File: src/rtl/dff_bank_arbiter.sv
`default_nettype none
// ============================================================================
//  Module   : dff_bank_arbiter
//  Purpose  : One shared WIDTH-bit register bank written by NUM_REQ
//             requesters. A round-robin arbiter selects a writer, and a
//             three-state sequencer (IDLE -> WRITE -> COOLDOWN) captures
//             that writer's data and then enforces an idle hold-off.
//  Revision : 1.0  initial release
// ============================================================================
module dff_bank_arbiter #(
  parameter int NUM_REQ     = 4,
  parameter int WIDTH       = 8,
  parameter int HOLD_CYCLES = 2,
  parameter int IDW         = $clog2(NUM_REQ)
) (
  input  logic                     clk,
  input  logic                     areset,
  input  logic [NUM_REQ-1:0]       req,
  input  logic [NUM_REQ*WIDTH-1:0] wdata,
  output logic [NUM_REQ-1:0]       gnt,
  output logic [WIDTH-1:0]         q,
  output logic [IDW-1:0]           owner,
  output logic                     q_valid,
  output logic                     busy
);

  // Requester count at the width of the wrap-around sum below.
  localparam logic [IDW:0] C_NUM_REQ_W = (IDW+1)'(NUM_REQ);
  // Starting priority pointer: the last-served slot is the top one, so
  // requester 0 is searched first.
  localparam logic [IDW-1:0] C_LAST_RST = IDW'(NUM_REQ - 1);
  // Cooldown reload value; the counter is 8 bits wide to cover 0..255.
  localparam logic [7:0] C_HOLD = 8'(HOLD_CYCLES);

  typedef enum logic [1:0] {
    S_IDLE     = 2'd0,
    S_WRITE    = 2'd1,
    S_COOLDOWN = 2'd2
  } state_t;

  state_t               state_q;
  logic [NUM_REQ-1:0]   gnt_q;
  logic [WIDTH-1:0]     q_q;
  logic [IDW-1:0]       owner_q;
  logic                 q_valid_q;
  logic                 busy_q;
  logic [IDW-1:0]       sel_q;
  logic [IDW-1:0]       last_q;
  logic [7:0]           cnt_q;

  // Arbitration results, consumed only when the sequencer sits in IDLE.
  logic [IDW-1:0]       sel_d;
  logic                 pick_vld_d;
  logic [NUM_REQ-1:0]   gnt_d;
  logic [IDW:0]         cand;

  // Per-requester view of the packed write data bus.
  logic [WIDTH-1:0]     lane [NUM_REQ];

  for (genvar i = 0; i < NUM_REQ; i++) begin : g_lane
    assign lane[i] = wdata[i*WIDTH +: WIDTH];
  end

  // Round-robin search: scan last+1, last+2, ... (mod NUM_REQ) and take
  // the first asserted request. The extra sum bit keeps the wrap exact
  // for requester counts that are not a power of two.
  always_comb begin
    pick_vld_d = 1'b0;
    sel_d      = '0;
    cand       = '0;
    for (int k = 1; k <= NUM_REQ; k++) begin
      cand = {1'b0, last_q} + (IDW+1)'(k);
      if (cand >= C_NUM_REQ_W) begin
        cand = cand - C_NUM_REQ_W;
      end
      if (!pick_vld_d && req[cand[IDW-1:0]]) begin
        pick_vld_d = 1'b1;
        sel_d      = cand[IDW-1:0];
      end
    end
  end

  // One-hot form of the chosen winner, loaded into the grant register.
  always_comb begin
    gnt_d = NUM_REQ'(1) << sel_d;
  end

  // Sequencer: grant in IDLE, capture in WRITE, hold off in COOLDOWN.
  // Every output is a flop so downstream sees glitch-free values.
  always_ff @(posedge clk or posedge areset) begin
    if (areset) begin
      state_q   <= S_IDLE;
      gnt_q     <= '0;
      q_q       <= '0;
      owner_q   <= '0;
      q_valid_q <= 1'b0;
      busy_q    <= 1'b0;
      sel_q     <= '0;
      last_q    <= C_LAST_RST;
      cnt_q     <= '0;
    end else begin
      unique case (state_q)
        S_IDLE: begin
          if (pick_vld_d) begin
            gnt_q   <= gnt_d;
            sel_q   <= sel_d;
            busy_q  <= 1'b1;
            state_q <= S_WRITE;
          end
        end

        S_WRITE: begin
          // Data is taken at the end of the grant cycle, and the write
          // proceeds even if the winner has already dropped its request.
          q_q       <= lane[sel_q];
          owner_q   <= sel_q;
          q_valid_q <= 1'b1;
          last_q    <= sel_q;
          gnt_q     <= '0;
          if (HOLD_CYCLES == 0) begin
            state_q <= S_IDLE;
            busy_q  <= 1'b0;
          end else begin
            cnt_q   <= C_HOLD;
            state_q <= S_COOLDOWN;
          end
        end

        S_COOLDOWN: begin
          // Requests are not looked at here; they wait for the next IDLE.
          cnt_q <= cnt_q - 8'd1;
          if (cnt_q == 8'd1) begin
            state_q <= S_IDLE;
            busy_q  <= 1'b0;
          end
        end

        default: begin
          state_q <= S_IDLE;
          gnt_q   <= '0;
          busy_q  <= 1'b0;
        end
      endcase
    end
  end

  assign gnt     = gnt_q;
  assign q       = q_q;
  assign owner   = owner_q;
  assign q_valid = q_valid_q;
  assign busy    = busy_q;

endmodule
`default_nettype wire

File: config.mk
export PLATFORM = sky130hd
export DESIGN_NAME = dff_bank_arbiter
export DESIGN_NICKNAME = d
export VERILOG_FILES = /design/src/rtl/dff_bank_arbiter.sv
export SDC_FILE = /design/constraint.sdc
export NUM_CORES = 1
export LEC_CHECK = 0
export ABC_AREA = 1
export CAP_MARGIN = 20
export CORE_ASPECT_RATIO = 1.5
export CORE_UTILIZATION = 48
export DETAILED_ROUTE_END_ITERATION = 10
export PLACE_DENSITY = 0.85
export SYNTH_ARGS = -nofsm -noshare
export SYNTH_HDL_FRONTEND = slang
export SYNTH_SLANG_ARGS = --single-unit
File: constraint.sdc
create_clock -name clk -period 2 [get_ports clk]
set_clock_uncertainty 0.05 [all_clocks]
set_input_delay 0.6 -clock clk [delete_from_list [all_inputs] [get_ports clk]]
set_output_delay 0.6 -clock clk [all_outputs]
set_load 0.05 [all_outputs]
Word level (Yosys, flattened, before mapping) --
Cells that the tools add are included.
Word-level totals: logic and storage cells 80, flip-flop bits (word level) 30
Operators by class: bitwise logic cells 3, add/subtract/negate cells 9, muxes and demuxes 32, magnitude comparators 9, shift operators 1, reduce and logical (&&, ||, !) cells 12, equality and inequality tests 5
Operators by type and width (count):
- $mux 2 | 10
- $bmux 8 s2 | 1
- $mux 8 | 2
- $pmux 8 s2 | 1
- $ge 3x3->1 const B | 5
- $lt 2x3->1 const B | 4
- $mux 1 | 10
- $bmux 1 s2 | 4
- $eq 8x1->1 const B | 1
- $pmux 4 s2 | 1
- $sub 2x1->2 const B | 4
- $sub 8x1->8 const B | 1
- $add 2x2->3 const B | 2
- $pmux 2 s3 | 1
- $reduce_and 2->1 | 3
- $mux 4 | 1
- $ne 2x2->1 const B | 2
- $shl 1x2->4 const A | 1
- $add 2x1->3 const B | 1
- $add 2x3->3 const B | 1
- $logic_and 1x1->1 | 3
- $logic_not 1->1 | 3
- $not 2->3 | 1
- $pmux 1 s3 | 1
- other kinds (6) | 7

Longest topological paths before layout --
word-level depth 18, depth in mapped cells 14, depth with buffers taken out 12

Worst setup path before layout --
No wires, ideal clock.
kind register to register, from register state_q[0], to register cnt_q[5], path slack 0.205 ns, period minus slack after synthesis 1.795 ns, cell stages (with the launch flop) 9, path buffers 0, arrival time 1.613 ns, library setup time 0.132 ns, cells stage by stage dfrtp_1 inv_1 ha_1 inv_1 nor3_1 inv_1 or2_2 o31ai_1 a21oi_1
On the way: word-level cells in the longest chain between the ends 2
Ends and longest elaborated chain:
- start: declaration | RTL line 41 | state_t state_q;
- start signal: assignment | RTL line 92 | state_q <= S_IDLE;
- start signal: assignment | RTL line 108 | state_q <= S_WRITE;
- start signal: assignment | RTL line 121 | state_q <= S_IDLE;
- $eq 2x2->1 / $eq 2x1->1 (equally long branches) | RTL line 102 | unique case (state_q)
- $pmux 8 s2 / $reduce_bool 2->1 (equally long branches)
- end signal: assignment | RTL line 131 | cnt_q <= cnt_q - 8'd1;
- end: declaration | RTL line 49 | logic [7:0] cnt_q;
Parallel ways exist; a longest one is shown, timed or not. A chain may end at the register's enable or synchronous reset.

Worst setup path in the final report --
from input port req[3], to register gnt_q[0] (netlist: gnt[0])
On the way: word-level cells in the longest chain between the ends 15
Ends and longest elaborated chain:
- start: declaration | RTL line 18 | input logic [NUM_REQ-1:0] req,
- $bmux 1 s2 | RTL line 76 | if (!pick_vld_d && req[cand[IDW-1:0]]) begin
- $mux 1 (not written as such) | RTL line 76
- $mux 1 | RTL line 76
- $logic_not 1->1 | RTL line 76
- $logic_and 1x1->1 | RTL line 76
- $mux 1 | RTL line 76
- $logic_not 1->1 | RTL line 76
- $logic_and 1x1->1 | RTL line 76
- $mux 1 | RTL line 76
- $logic_not 1->1 | RTL line 76
- $logic_and 1x1->1 | RTL line 76
- $mux 2 | RTL line 76
- $shl 1x2->4 | RTL line 85 | gnt_d = NUM_REQ'(1) << sel_d;
- $mux 4 | RTL line 104 | if (pick_vld_d) begin
- $pmux 4 s2 | RTL line 102
- end signal: assignment | RTL line 105 | gnt_q <= gnt_d;
- end: declaration | RTL line 42 | logic [NUM_REQ-1:0] gnt_q;
Parallel ways exist; a longest one is shown, timed or not. The select of a mux whose other input is x is not followed.

==> summary.txt <==
Hold Path End: owner[1]$_DFFE_PP0P_
R2R cell count: 8
DP Cell Count: 348
Synthesis-to-layout area growth: 35.9%
TritonRoute pass-1 iters: 4
Final setup vio count: 0
Final Util: 69.1%
# DRC: 0
Crit path largest cell delay: 0.50 ns
Sw Share: 51.8%
Iter 0 DRT Violations: 55
Vias: 1866
Leading area contributor after synthesis: dfrtp_1
Rel. slew slack: 67.8%
Post-Syn Instances: 255
First-pass GRT wire length: 7650 um
Routability cong.: 0.835
Root buffer cell: clkbuf_8
Area of the multi-input gates: 1010 um2
Min-Delay Path Depth: 2
Worst Setup SP: req[3]
Syn_area_per_cell: 7.41 um2
Reg2reg start: state_q[1]$_DFFE_PP0P_
Final layout net count: 357
Number of CTS-inserted buffers: 5
Buf/Inv on CP: 3
Worst R2R End: cnt_q[5]$_DFFE_PP0P_
Leak pwr: 0.00125 uW
Detailed Place HPWL: 3460 um
Die ar.: 4200 um2
Met2 usage: 47.1%
Synth area leaders: dfrtp_1 (37%), nor2_1 (9.5%), nand2_1 (9.3%)
#FFs+latches synth: 30
Count leader, synth: nor2_1
CTS tree: built
CP Capture Type: flip-flop
Cell Area, Synth: 1890 um2
Largest net degree at the start of global routing: 31
P_int: 2080 uW
Synthesis warning total: 0
CORE AREA: 3720 um2
Post-Layout Cell Count: 358
Gr ovfl total: 0
CP Data Required Time: 2.12 ns
Net count after synthesis: 298
Hold Crit Class: reg -> reg
Skew-Pair Late Insertion Delay: 0.28 ns
Sequential group share of total power: 24.4%
Vias in the first global route: 1828
CP max-delay cell: clkdlybuf4s50_1
Share of cells above drive strength 1: 20.0%
Comb pwr share: 64.1%
GRT busiest layer: met2
H-tree level count: 2
Critical-path maximum fanout: 4
Synth top area share: 37.1%
Startpoint types: input port
Clk pwr share: 11.5%
Port buffer count: 53
GR Util All Layers: 24.8%
Power Total: 4310 uW
Max Fclk: 523 MHz
CP Class: in -> reg
DR WL/cell: 12.9 um
Starting Density: 50.8%
Fillers: 312
ANT cells: 0
Min-delay src: owner[1]$_DFFE_PP0P_
Arr. time, crit path: 2.03 ns
Crit-path most repeated cell: nand2_1
Top delay family on crit path: buffers and inverters
Crit path time final: 1.91 ns
NetSw: 2230 uW
Post-synth EDFFs: 0
Row count: 27
Max VDD drop: 1.04 mV
Max Slew Vio Count: 0
Clock-pin transition on the worst setup and hold timing paths: 0.06 ns
Met1 Usage GRT: 24.0%
Synth unique cells: 37
M3 GR Usage: 3.64%
Clock sink count: 30
Post-synth top cells: nor2_1 (48), nand2_1 (47), dfrtp_1 (28)
Vias per inst: 5.21
Seq/Total Area, Yosys: 39.9%
DRT Wirelength: 4610 um
Final hold violation count: 0
Pwr/cell area: 1680 nW/um2
Worst-margin pin slew: 0.479 ns
Die Span X: 53.2 um
Hold_ws: 0.434 ns
MaxCap Viol Count: 0
Crit-path cells: clkdlybuf4s50_1 > inv_1 > nand2_1 > nand2_1 > o21ai_2 > buf_4 > nand3_1 > nor2_1 > nor2_2 > nand3_1 > nand2_1
IO Count: 54
FF/Latch Area: 753 um2
Max Root-Sink Buffers: 2
Initial antenna violation count: 0
Total negative slack: 0 ns
Die H: 78.8 um
RSZ-0062 raised after global routing: false
Status: finished clean
Tcrit/Tclk final: 95.7%
Ys async rst share: 100%
Reg2reg setup slack: 0.16 ns
Top_reg_cell synth: dfrtp_1
Post-route ant nets: 0
power groups by stage:
stage / sequential (uW) / clock (uW) / combinational [uW]
2_1_floorplan: 1420 / 0 / 1680
3_3_place_gp: 1060 / 0 / 2620
3_5_place_dp: 1070 / 0 / 2700
4_1_cts: 1060 / 505 / 2700
5_1_grt: 1080 / 542 / 3080
6_report: 1050 / 494 / 2760
layer usage:
layer | routed length (um) | part of all wire [%]
met1 | 1690 | 37
met5 | 0 | 0
met4 | 177 | 3.8
met3 | 151 | 3.3
met2 | 2590 | 56
how the worst max path moves through the flow:
stage	end	slack [ns]	cells past startpoint
after global placement	gnt[0]$_DFFE_PP0P_	-0.12	11
after floorplan	cnt_q[5]$_DFFE_PP0P_	0.20	8
after global routing	gnt[1]$_DFFE_PP0P_	0.002	11
after CTS	cnt_q[5]$_DFFE_PP0P_	0.006	8
final	gnt[0]$_DFFE_PP0P_	0.09	11
after detailed placement	busy$_DFFE_PP0P_	-0.18	10
registers in the layout, indices dropped and copies added (netlist names):
| register | flops |
|---|---|
| q_valid | 1 |
| busy | 1 |
| cnt_q | 8 |
| last_q | 2 |
| gnt | 4 |
| sel_q | 2 |
| owner | 2 |
| q | 8 |
| state_q | 2 |
metrics by stage:
stage	area (um2)	setup WS (ns)
after floorplan	1890	0.205
after global placement	2430	-0.124
after detailed placement	2430	-0.182
after CTS	2520	0.00574
after global routing	2570	0.00174
final	2570	0.0868
placed cells by master (no fill, tap or decap), types with 6 or more instances in the layout:
| master | count |
|---|---|
| clkdlybuf4s50_1 | 35 |
| nor2_1 | 48 |
| nand2_1 | 47 |
| o21ai_0 | 22 |
| nand2_2 | 9 |
| buf_4 | 22 |
| clkbuf_8 | 6 |
| inv_1 | 19 |
| nand3_1 | 16 |
| a31oi_1 | 9 |
| dfrtp_1 | 28 |
worst reg2reg max path, delay by kind of cell, from the launching register on:
kind / cells / cell delay (ns)
flip-flops: 1 / 0.38
adder cells (fa/ha/maj): 1 / 0.29
buffers and inverters: 3 / 0.25
AO/OA/AOI/OAI: 2 / 0.28
AND/OR/NAND/NOR: 2 / 0.45
cell families after synthesis:
family	Yosys count	share of synthesized area, %
fa+ha+maj	5	3.31
compound gates	42	12.7
xor+xnor	1	0.464
simple gates	143	35.6
buf+inv	34	8.01
flops	30	39.9
layout make-up:
class | instances | area share, %
inverter | 26 | 3.90
tap | 43 | 2.10
multi-input combinational | 191 | 39.3
timing repair buffer | 60 | 21.8
sequential | 30 | 29.3
clock buffer | 8 | 3.51
repair_timing:
action,CTS,global route
hold buffers,0,0
setup buffers,0,2
setup endpoints to repair,0,4
gates resized for setup,0,7
Note: power is estimated with default switching activity, not from simulation.
